==> src/rtl/mips_trace_monitor_if.sv <==
// Trace readout stream of mips_trace_monitor.
//   master : monitor side, drives valid/pc/addr/data and samples ready
//   slave  : consumer side, samples the head entry and drives ready
// The head entry is popped on any rising edge where valid && ready.
interface mips_trace_monitor_if #(
  parameter int unsigned PC_W   = 32,
  parameter int unsigned REG_AW = 5,
  parameter int unsigned DATA_W = 32
);
  logic              valid;
  logic              ready;
  logic [PC_W-1:0]   pc;
  logic [REG_AW-1:0] addr;
  logic [DATA_W-1:0] data;

  modport master (output valid, output pc, output addr, output data, input ready);
  modport slave  (input valid, input pc, input addr, input data, output ready);
endinterface

==> src/rtl/mips_trace_monitor.sv <==
// Run-control and writeback trace unit for the MIPS core.
// Snoops the writeback stage while running, buffers {pc, reg, data} of every
// non-r0 register write in a first-word-fall-through FIFO, and halts the run on
// a PC breakpoint or when the cycle budget is used up.
// Ports:
//   clk, rst_n            clock (rising edge), asynchronous active-low reset
//   start, clear          run request (IDLE only), synchronous restart
//   pc_in, wb_*           writeback stage snoop
//   bp_enable, bp_pc      PC breakpoint
//   cycle_limit           run-cycle budget, 0 = unlimited
//   core_stall            hold the core (IDLE and HALTED)
//   halt_cause            {limit, breakpoint}
//   cycle_count           saturating count of RUN cycles
//   trace_level, overflow FIFO fill level and sticky drop flag
//   trace                 FIFO head stream (master side)
module mips_trace_monitor #(
  parameter int unsigned DATA_W = 32,
  parameter int unsigned PC_W   = 32,
  parameter int unsigned REG_AW = 5,
  parameter int unsigned DEPTH  = 16,
  parameter int unsigned CNT_W  = 16
) (
  input  logic                     clk,
  input  logic                     rst_n,
  input  logic                     start,
  input  logic                     clear,
  input  logic [PC_W-1:0]          pc_in,
  input  logic                     wb_valid,
  input  logic [REG_AW-1:0]        wb_addr,
  input  logic [DATA_W-1:0]        wb_data,
  input  logic                     bp_enable,
  input  logic [PC_W-1:0]          bp_pc,
  input  logic [CNT_W-1:0]         cycle_limit,
  output logic                     core_stall,
  output logic [1:0]               halt_cause,
  output logic [CNT_W-1:0]         cycle_count,
  output logic [$clog2(DEPTH):0]   trace_level,
  output logic                     overflow,
  mips_trace_monitor_if.master     trace
);

  localparam int unsigned AW = $clog2(DEPTH);
  localparam int unsigned LW = AW + 1;
  localparam int unsigned EW = PC_W + REG_AW + DATA_W;

  typedef enum logic [1:0] {StIdle, StRun, StHalted} state_e;

  state_e          state_q;
  logic [CNT_W:0]  cnt_inc;
  logic            bp_hit, lim_hit, capture, pop, full, push, drop;

  logic [EW-1:0]   mem [DEPTH];
  logic [AW-1:0]   wr_ptr_q, rd_ptr_q, rd_next;
  logic [LW-1:0]   level_q, level_d;
  logic            valid_q, ovf_q;
  logic [EW-1:0]   head_q, wr_entry;

  always_comb begin
    cnt_inc  = {1'b0, cycle_count} + 1'b1;
    bp_hit   = bp_enable && (pc_in == bp_pc);
    // Compare one bit wider so a saturated counter never aliases onto the limit.
    lim_hit  = (cycle_limit != '0) && (cnt_inc == {1'b0, cycle_limit});
    capture  = (state_q == StRun) && wb_valid && (wb_addr != '0);
    pop      = valid_q && trace.ready;
    full     = (level_q == LW'(DEPTH));
    // A pop frees the slot a same-cycle capture needs when full.
    push     = capture && (!full || pop);
    drop     = capture && full && !pop;
    level_d  = level_q + LW'(push) - LW'(pop);
    rd_next  = rd_ptr_q + AW'(1);
    wr_entry = {pc_in, wb_addr, wb_data};
  end

  // Run-control FSM with registered outputs.
  always_ff @(posedge clk or negedge rst_n) begin
    if (!rst_n) begin
      state_q     <= StIdle;
      core_stall  <= 1'b1;
      halt_cause  <= 2'b00;
      cycle_count <= '0;
    end else if (clear) begin
      state_q     <= StIdle;
      core_stall  <= 1'b1;
      halt_cause  <= 2'b00;
      cycle_count <= '0;
    end else begin
      case (state_q)
        StIdle: begin
          if (start) begin
            state_q    <= StRun;
            core_stall <= 1'b0;
          end
        end
        StRun: begin
          if (cycle_count != '1) cycle_count <= cnt_inc[CNT_W-1:0];
          if (bp_hit || lim_hit) begin
            state_q    <= StHalted;
            core_stall <= 1'b1;
            halt_cause <= {lim_hit, bp_hit};
          end
        end
        StHalted: begin
          state_q <= StHalted;
        end
        default: begin
          state_q    <= StIdle;
          core_stall <= 1'b1;
        end
      endcase
    end
  end

  // Storage; mem[rd_ptr_q] always mirrors head_q while the FIFO is non-empty.
  always_ff @(posedge clk) begin
    if (push) mem[wr_ptr_q] <= wr_entry;
  end

  always_ff @(posedge clk or negedge rst_n) begin
    if (!rst_n) begin
      wr_ptr_q <= '0;
      rd_ptr_q <= '0;
      level_q  <= '0;
      valid_q  <= 1'b0;
      ovf_q    <= 1'b0;
      head_q   <= '0;
    end else if (clear) begin
      wr_ptr_q <= '0;
      rd_ptr_q <= '0;
      level_q  <= '0;
      valid_q  <= 1'b0;
      ovf_q    <= 1'b0;
      head_q   <= '0;
    end else begin
      if (push) wr_ptr_q <= wr_ptr_q + AW'(1);
      if (pop)  rd_ptr_q <= rd_next;
      level_q <= level_d;
      valid_q <= (level_d != '0);
      if (drop) ovf_q <= 1'b1;
      // Head reloads from the incoming write when it becomes the only entry,
      // otherwise from the next stored entry on a pop.
      if (push && ((level_q == '0) || (pop && (level_q == LW'(1))))) begin
        head_q <= wr_entry;
      end else if (pop && (level_q > LW'(1))) begin
        head_q <= mem[rd_next];
      end
    end
  end

  assign trace_level = level_q;
  assign overflow    = ovf_q;
  assign trace.valid = valid_q;
  assign trace.pc    = head_q[EW-1 -: PC_W];
  assign trace.addr  = head_q[DATA_W +: REG_AW];
  assign trace.data  = head_q[DATA_W-1:0];

endmodule

==> src/flat_wrapper.sv <==
// flat-port wrapper written by rule: the top's interface ports become plain ports
module mips_trace_monitor_flat 
#(
  parameter int unsigned DATA_W = 32,
  parameter int unsigned PC_W   = 32,
  parameter int unsigned REG_AW = 5,
  parameter int unsigned DEPTH  = 16,
  parameter int unsigned CNT_W  = 16
)
  (clk, rst_n, start, clear, pc_in, wb_valid, wb_addr, wb_data, bp_enable, bp_pc, cycle_limit, core_stall, halt_cause, cycle_count, trace_level, overflow, trace_valid, trace_pc, trace_addr, trace_data, trace_ready);
  mips_trace_monitor_if #(.PC_W(PC_W), .REG_AW(REG_AW), .DATA_W(DATA_W)) trace_i ();
  input  logic clk;
  input  logic rst_n;
  input  logic start;
  input  logic clear;
  input  logic [PC_W-1:0] pc_in;
  input  logic wb_valid;
  input  logic [REG_AW-1:0] wb_addr;
  input  logic [DATA_W-1:0] wb_data;
  input  logic bp_enable;
  input  logic [PC_W-1:0] bp_pc;
  input  logic [CNT_W-1:0] cycle_limit;
  output logic core_stall;
  output logic [1:0] halt_cause;
  output logic [CNT_W-1:0] cycle_count;
  output logic [$clog2(DEPTH):0] trace_level;
  output logic overflow;
  output wire logic [$bits(trace_i.valid)-1:0] trace_valid;
  output wire logic [$bits(trace_i.pc)-1:0] trace_pc;
  output wire logic [$bits(trace_i.addr)-1:0] trace_addr;
  output wire logic [$bits(trace_i.data)-1:0] trace_data;
  input wire logic [$bits(trace_i.ready)-1:0] trace_ready;
  assign trace_valid = trace_i.valid;
  assign trace_pc = trace_i.pc;
  assign trace_addr = trace_i.addr;
  assign trace_data = trace_i.data;
  assign trace_i.ready = trace_ready;
  mips_trace_monitor #(.DATA_W(DATA_W), .PC_W(PC_W), .REG_AW(REG_AW), .DEPTH(DEPTH), .CNT_W(CNT_W)) u_core (.clk(clk), .rst_n(rst_n), .start(start), .clear(clear), .pc_in(pc_in), .wb_valid(wb_valid), .wb_addr(wb_addr), .wb_data(wb_data), .bp_enable(bp_enable), .bp_pc(bp_pc), .cycle_limit(cycle_limit), .core_stall(core_stall), .halt_cause(halt_cause), .cycle_count(cycle_count), .trace_level(trace_level), .overflow(overflow), .trace(trace_i));
endmodule
==> config.mk <==
export PLATFORM = sky130hd
export DESIGN_NAME = mips_trace_monitor_flat
export DESIGN_NICKNAME = d
export VERILOG_FILES = /design/src/rtl/mips_trace_monitor_if.sv /design/src/rtl/mips_trace_monitor.sv /design/src/flat_wrapper.sv
export SDC_FILE = /design/constraint.sdc
export NUM_CORES = 2
export LEC_CHECK = 0
export ABC_CLOCK_PERIOD_IN_PS = 10400
export CORE_UTILIZATION = 40
export DETAILED_ROUTE_END_ITERATION = 7
export HOLD_SLACK_MARGIN = 0.02
export SYNTH_ARGS = -nofsm -noshare
export SYNTH_HDL_FRONTEND = slang
export SYNTH_SLANG_ARGS = --single-unit
export TNS_END_PERCENT = 50
==> constraint.sdc <==
create_clock -name clk -period 10.4 [get_ports clk]
set_input_delay 1.04 -clock clk [delete_from_list [all_inputs] [get_ports clk]]
set_output_delay 1.04 -clock clk [all_outputs]
set_load 0.03 [all_outputs]
Yosys cells after proc, flatten, opt, wreduce, memory -nomap -nowiden --
Memories as Yosys holds them, arrays and structs flattened. Index checks and enable logic that the tools add are counted.
Operators by class: divide/modulo/power cells 0, bitwise logic cells 0, shifts and indexed selects 0, multipliers 0, add/sub/neg operators 5, reduce and logical (&&, ||, !) cells 32, equality and inequality tests 10, magnitude comparators 1, muxes and demuxes 27
Operators by type and width (number):
- 69-bit two-way mux | 3
- 16-bit two-way mux | 3
- 32-bit equality test | 1
- 16-bit by 1-bit adder with 17-bit output, second input constant | 1
- 17-bit by 16-bit equality test with 1-bit output | 1
- 4-bit two-way mux | 4
- 16-bit != test, second input constant | 1
- 16-bit nonzero test | 1
- 2-bit two-way mux | 6
- 2-bit nonzero test | 6
- 1-bit logical AND | 11
- 5-bit nonzero test | 2
- 4-bit by 1-bit adder with 4-bit output, second input constant | 2
- 1-bit two-way mux | 8
- 3-bit != test, second input constant | 2
- 2-bit one-hot mux with 3 select lines | 1
- 2-bit AND reduction | 3
- 5-bit by 1-bit adder with 5-bit output | 1
- 5-bit by 1-bit equality test with 1-bit output, second input constant | 1
- 5-bit equality test, second input constant | 1
- 5-bit by 1-bit greater-than comparator with 1-bit output, second input constant | 1
- 5-bit logical NOT | 1
- 5-bit two-way mux | 1
- 5-bit by 1-bit subtractor with 5-bit output | 1
- 9 further kinds | 12
Word-level totals: memories 1, bits in read-only memories 0, bits in latches 0, output and inout port bits 95, RAM bits 1104, word-level logic and storage cells 86, register bits after elaboration 105
Memories:
- u_core.mem | words 16, width 69, read ports 1, clocked after memory_dff 0, wr ports 1, RTL line mips_trace_monitor.sv:52 | logic [EW-1:0] mem [DEPTH];

Logic depth before layout (Yosys ltp) --
depth in word-level cells 8, gate-level depth with buffers 16

Worst setup path before layout --
OpenSTA, ideal clock, no wires.
path kind in2reg, start point in trace_ready, end point mem u_core.mem[4][0] (netlist bit), enable pin, setup slack 6.440 ns, required time 9.965 ns, buffers on the path 0, stages on the path 8, arrival time 3.525 ns, setup time 0.435 ns, cell sequence nand2_1 > inv_2 > or4_1 > nand2_1 > clkinv_1 > nand2_1 > nor2_1 > and2_1
Between the ends: longest elaborated chain between the ends 5
RTL lines:
- start, declared | RTL line flat_wrapper.sv:32 | input wire logic [$bits(trace_i.ready)-1:0] trace_ready;
- 1-bit logical AND | RTL line mips_trace_monitor.sv:64 | pop = valid_q && trace.ready;
- 1-bit logical OR | RTL line mips_trace_monitor.sv:67 | push = capture && (!full || pop);
- 1-bit logical AND | RTL line mips_trace_monitor.sv:67
- 1-bit two-way mux | RTL line mips_trace_monitor.sv:115 | if (push) mem[wr_ptr_q] <= wr_entry;
- 1-bit two-way mux (implied by the code) | RTL line mips_trace_monitor.sv:115
- end, declared | RTL line mips_trace_monitor.sv:52
No other way between the ends.

Final worst setup path --
start point in wb_addr[4], end point reg u_core.head_q[12]
Between the ends: longest elaborated chain between the ends 6, elaborated cells on any way between the ends 7, those cells by class mux: 2; reduce/logical: 5
RTL lines:
- start, declared | RTL line flat_wrapper.sv:18 | input logic [REG_AW-1:0] wb_addr;
- 5-bit nonzero test * | RTL line mips_trace_monitor.sv:63 | capture = (state_q == StRun) && wb_valid && (wb_addr != '0);
- 1-bit logical AND * | RTL line mips_trace_monitor.sv:63
- 1-bit logical AND * | RTL line mips_trace_monitor.sv:67
- 1-bit logical AND * | RTL line mips_trace_monitor.sv:141 | if (push && ((level_q == '0) || (pop && (level_q == LW'(1))))) begin
- 69-bit two-way mux | RTL line mips_trace_monitor.sv:141
- 69-bit two-way mux | RTL line mips_trace_monitor.sv:126 | end else if (clear) begin
- end signal, assigned | RTL line mips_trace_monitor.sv:142 | head_q <= wr_entry;
- end signal, assigned | RTL line mips_trace_monitor.sv:144 | head_q <= mem[rd_next];
- end, declared | RTL line mips_trace_monitor.sv:56 | logic [EW-1:0] head_q, wr_entry;
Mark *: on every way between the ends. The rest lies on a longest branch, timed or not. A chain may end at the register's enable or synchronous reset.

==> parameters.txt <==
Parameter                              Value

Clocking
  Number of buffers created by CTS    117
  TritonCTS clock tree    done
  Clk_lat worst skew    710 ps
  Reg clk slew, reported paths    70 ps
  Setup fix buffers added after clock tree synthesis    0
  Clock sink count    1,209
  Cells resized by post-CTS repair    0
  Quantity of hold-fixing buffers added after cts    0
  Buffer type at the clock tree root    clkbuf_16
  Clock H-tree levels    3
  Max Root-Sink Buffers    3

Critical path
  Arrival time of data at the critical path endpoint    5250 ps
  Worst R2R Setup Slack    5870 ps
  Worst Reg-to-Reg Cells    8
  Kind of critical path    input port to flop
  Crit. End Element    flop
  Cell with the largest stage delay on the worst path    nor2b_4
  Req. time, crit path    11,000 ps
  Worst Setup Start Kind    input port
  Worst path max stage delay    810 ps
  Worst setup startpoint    wb_addr[4]
  Critical path depth    10
  Cells along the critical path    clkdlybuf4s50_1, or3_1, o311a_1, nand2_1, a2111oi_4, buf_4, nor2b_4, buf_4, nand2_1, o21ai_0
  Cell family contributing the most delay on the critical path    buffers and inverters
  Bufs and invs on worst path    3
  Start of the worst register-to-register path    u_core.rd_ptr_q[0]$_DFFE_PN0P_
  Reg-to-reg endpoint    u_core.head_q[2]$_DFFE_PN0P_
  Largest driver fanout on the critical path    43
  Crit path to    u_core.head_q[12]$_DFFE_PN0P_

Final layout
  Fraction of final layout cells with drive strength greater than 1    19.1%
  Fill cell count    9,811
  Most frequent cells in the layout    edfxtp_1, nand2_1, mux4_2
  Final-stage net count    2,947
  Area overhead of the layout relative to synthesis    16.8%
  Commonest non-fill, non-tap cell in the layout    edfxtp_1

Global routing
  Maximum number of pins on one net before global-route repair    99
  Initial antenna violation count    10
  Wire length of the first global-routing pass    179 mm
  Final global-route overflow total    0
  Global-route total usage across every layer    20.1%
  Via count of the first global-routing pass    26,529

Synth
  Post-synth top area cell    edfxtp_1
  Number of flops mapped to enable cells by yosys    1,104
  YS warnings    0
  Leading post-synthesis cells by cell area    edfxtp_1, mux4_2, dfrtp_1, nand2_1, a32oi_1
  Gate count of the mapped netlist    2,575
  Count of unique library cells instantiated by Yosys    64
  Synthesized area    47,900 um^2
  Most frequently used flop master after synthesis    edfxtp_1
  Area share of the largest cell type after synthesis    69.1%
  Seq/Total Area, Yosys    74.6%
  Async set-reset flop share out of synthesis    8.68%
  Avg Cell Area, Syn    18.6 um^2
  Seq cells post-synth    1,209
  Net Count, Synth    2,717

Placed design
  RePlAce Congestion    0.813
  Post-DP HPWL    64.1 mm
  # port buffers    218
  Worst setup slack before clock tree synthesis    5100 ps

Route
  Number of DRC markers after the initial detailed-route iteration    2,430
  Residual DRC    0
  Initial DRT Pass Iterations    5
  Number of antenna-violating nets in the routed design    0
  DRT Wirelength    122 mm
  Wire length per cell after detailed routing    27.0 um
  Vias    25,500
  Avg Vias per Cell    5.65

Floorplanning
  Floorplan die width    348 um
  Number of primary I/O pins    219
  Vertical extent of the die    348 um
  Overall die area    121,000 um^2
  Number of standard-cell rows in the floorplan    126
  Initial core utilization    40.5%
  Standard cell core area    118,000 um^2

STA
  Final number of setup-violating endpoints    0
  Worst slew pin tran    1160 ps
  Hold violation count in the final report    0
  Post-route worst setup slack    5740 ps
  Final worst path period need    4660 ps
  Accumulated negative setup slack    0 ps
  Layout Skew    26.8 ps
  Relative max-transition margin    22.6%
  Final period utilization    44.8%
  Achievable clock frequency    0.215 GHz
  Setup repair after global routing missed its margin    no
  Pins Over Slew Limit    0

Pwr
  Cell Pwr Density    225 nW/um^2
  Switching Fraction    27.1%
  Sequential share of power    45.1%
  Leak    0.0178 uW
  Switching power    3410 uW
  Design internal power    9200 uW
  Combinational Power Share    20.0%
  Peak supply drop    0.000140 V
  Clock network fraction of total power    34.8%

Job
  Number of maximum-capacitance violations    0

Min path
  Hold Path Class    input port to asynchronous set/reset pin

Outcome
  Status    finished, final reports clean
synthesized netlist by cell type (11+ instances only):
cell type  count
o21ai_1       11
edfxtp_1    1104
buf_2         44
nand2_1      365
a21oi_1       16
nor4_1        15
ha_1          17
nor2_1        35
and2_1        16
a32oi_1       69
clkbuf_1      95
mux4_2       276
o21ai_0       65
nand3_1       82
xor2_1        46
inv_1         23
xnor2_1       26
dfrtp_1      104
nand3b_1      70
layout make-up:
cell class	instances	area (um^2)	area share, %
diodes	5	12.5	0.0223
clock buffers	147	3230	5.78
clock inverters	77	805	1.44
inverters	25	93.8	0.168
multi-input cells	1191	11600	20.6
flip-flops and latches	1209	35800	63.9
well taps	1600	2000	3.57
repair buffers	261	2520	4.49
logic make-up (layout without fill, tap and decap cells):
family                     after synthesis  count (layout)  share of synthesized area, %
AOI/OAI and AO/OA                      185             185                          2.75
xor gates and xnor gates                72              72                          1.32
adders and majority gates               18              18                         0.485
buffers and inverters                  175             510                          1.51
DFF                                   1209            1209                          74.6
muxes                                  279             279                          13.0
other                                    0               5                             0
and+or+nand+nor                        637             637                          6.29
per-stage QoR:
step | total power, uW | util (%) | std cells | hold WS [ps] | instance area (um^2)
5_1_grt | 13100 | 47.3 | 4512 | 424 | 56000
2_1_floorplan | 7420 | - | 2575 | 486 | 47900
3_5_place_dp | 8350 | 43.9 | 4286 | 473 | 52000
3_3_place_gp | 8320 | 43.9 | 4286 | 472 | 52000
4_1_cts | 12700 | 47.3 | 4510 | 390 | 56000
6_report | 12600 | 47.3 | 4515 | 417 | 56000
routing by layer:
metal | global-route usage [%] | share of wire [%] | routed length (um)
met5 | 0 | 0 | 0
met4 | 5.14 | 2.0 | 2430
met3 | 3.23 | 6.8 | 8290
met2 | 33.2 | 49 | 59900
met1 | 27.9 | 42 | 51500
worst min-delay path by stage:
stage | startpoint | end | slack (ps) | cells past startpoint
floorplan | u_core.state_q[1]$_DFFE_PN0P_ | u_core.state_q[1]$_DFFE_PN0P_ | 490 | 1
global placement | u_core.core_stall$_DFFE_PN1P_ | u_core.core_stall$_DFFE_PN1P_ | 470 | 2
detailed placement | u_core.head_q[38]$_DFFE_PN0P_ | u_core.head_q[38]$_DFFE_PN0P_ | 470 | 2
CTS | rst_n | u_core.state_q[0]$_DFFE_PN0P_ | 390 | 1
global route | rst_n | u_core.cycle_count[13]$_DFFE_PN0P_ | 420 | 1
finish | rst_n | u_core.cycle_count[13]$_DFFE_PN0P_ | 420 | 1
flip-flops by register name, indices dropped and copies added (netlist names):
name / count
u_core.halt_cause: 2
u_core.trace.valid: 1
u_core.state_q: 2
u_core.core_stall: 1
u_core.rd_ptr_q: 4
u_core.wr_ptr_q: 4
u_core.cycle_count: 16
u_core.mem: 1104
u_core.overflow: 1
u_core.trace_level: 5
u_core.head_q: 69
power groups by stage:
stage	logic (uW)	registers, uW	clock network [uW]
4_1_cts	2560	5700	4470
2_1_floorplan	1490	5930	0
3_3_place_gp	2520	5800	0
3_5_place_dp	2550	5800	0
5_1_grt	2720	5710	4640
6_report	2530	5690	4390
(Power assumes the default switching activity.)
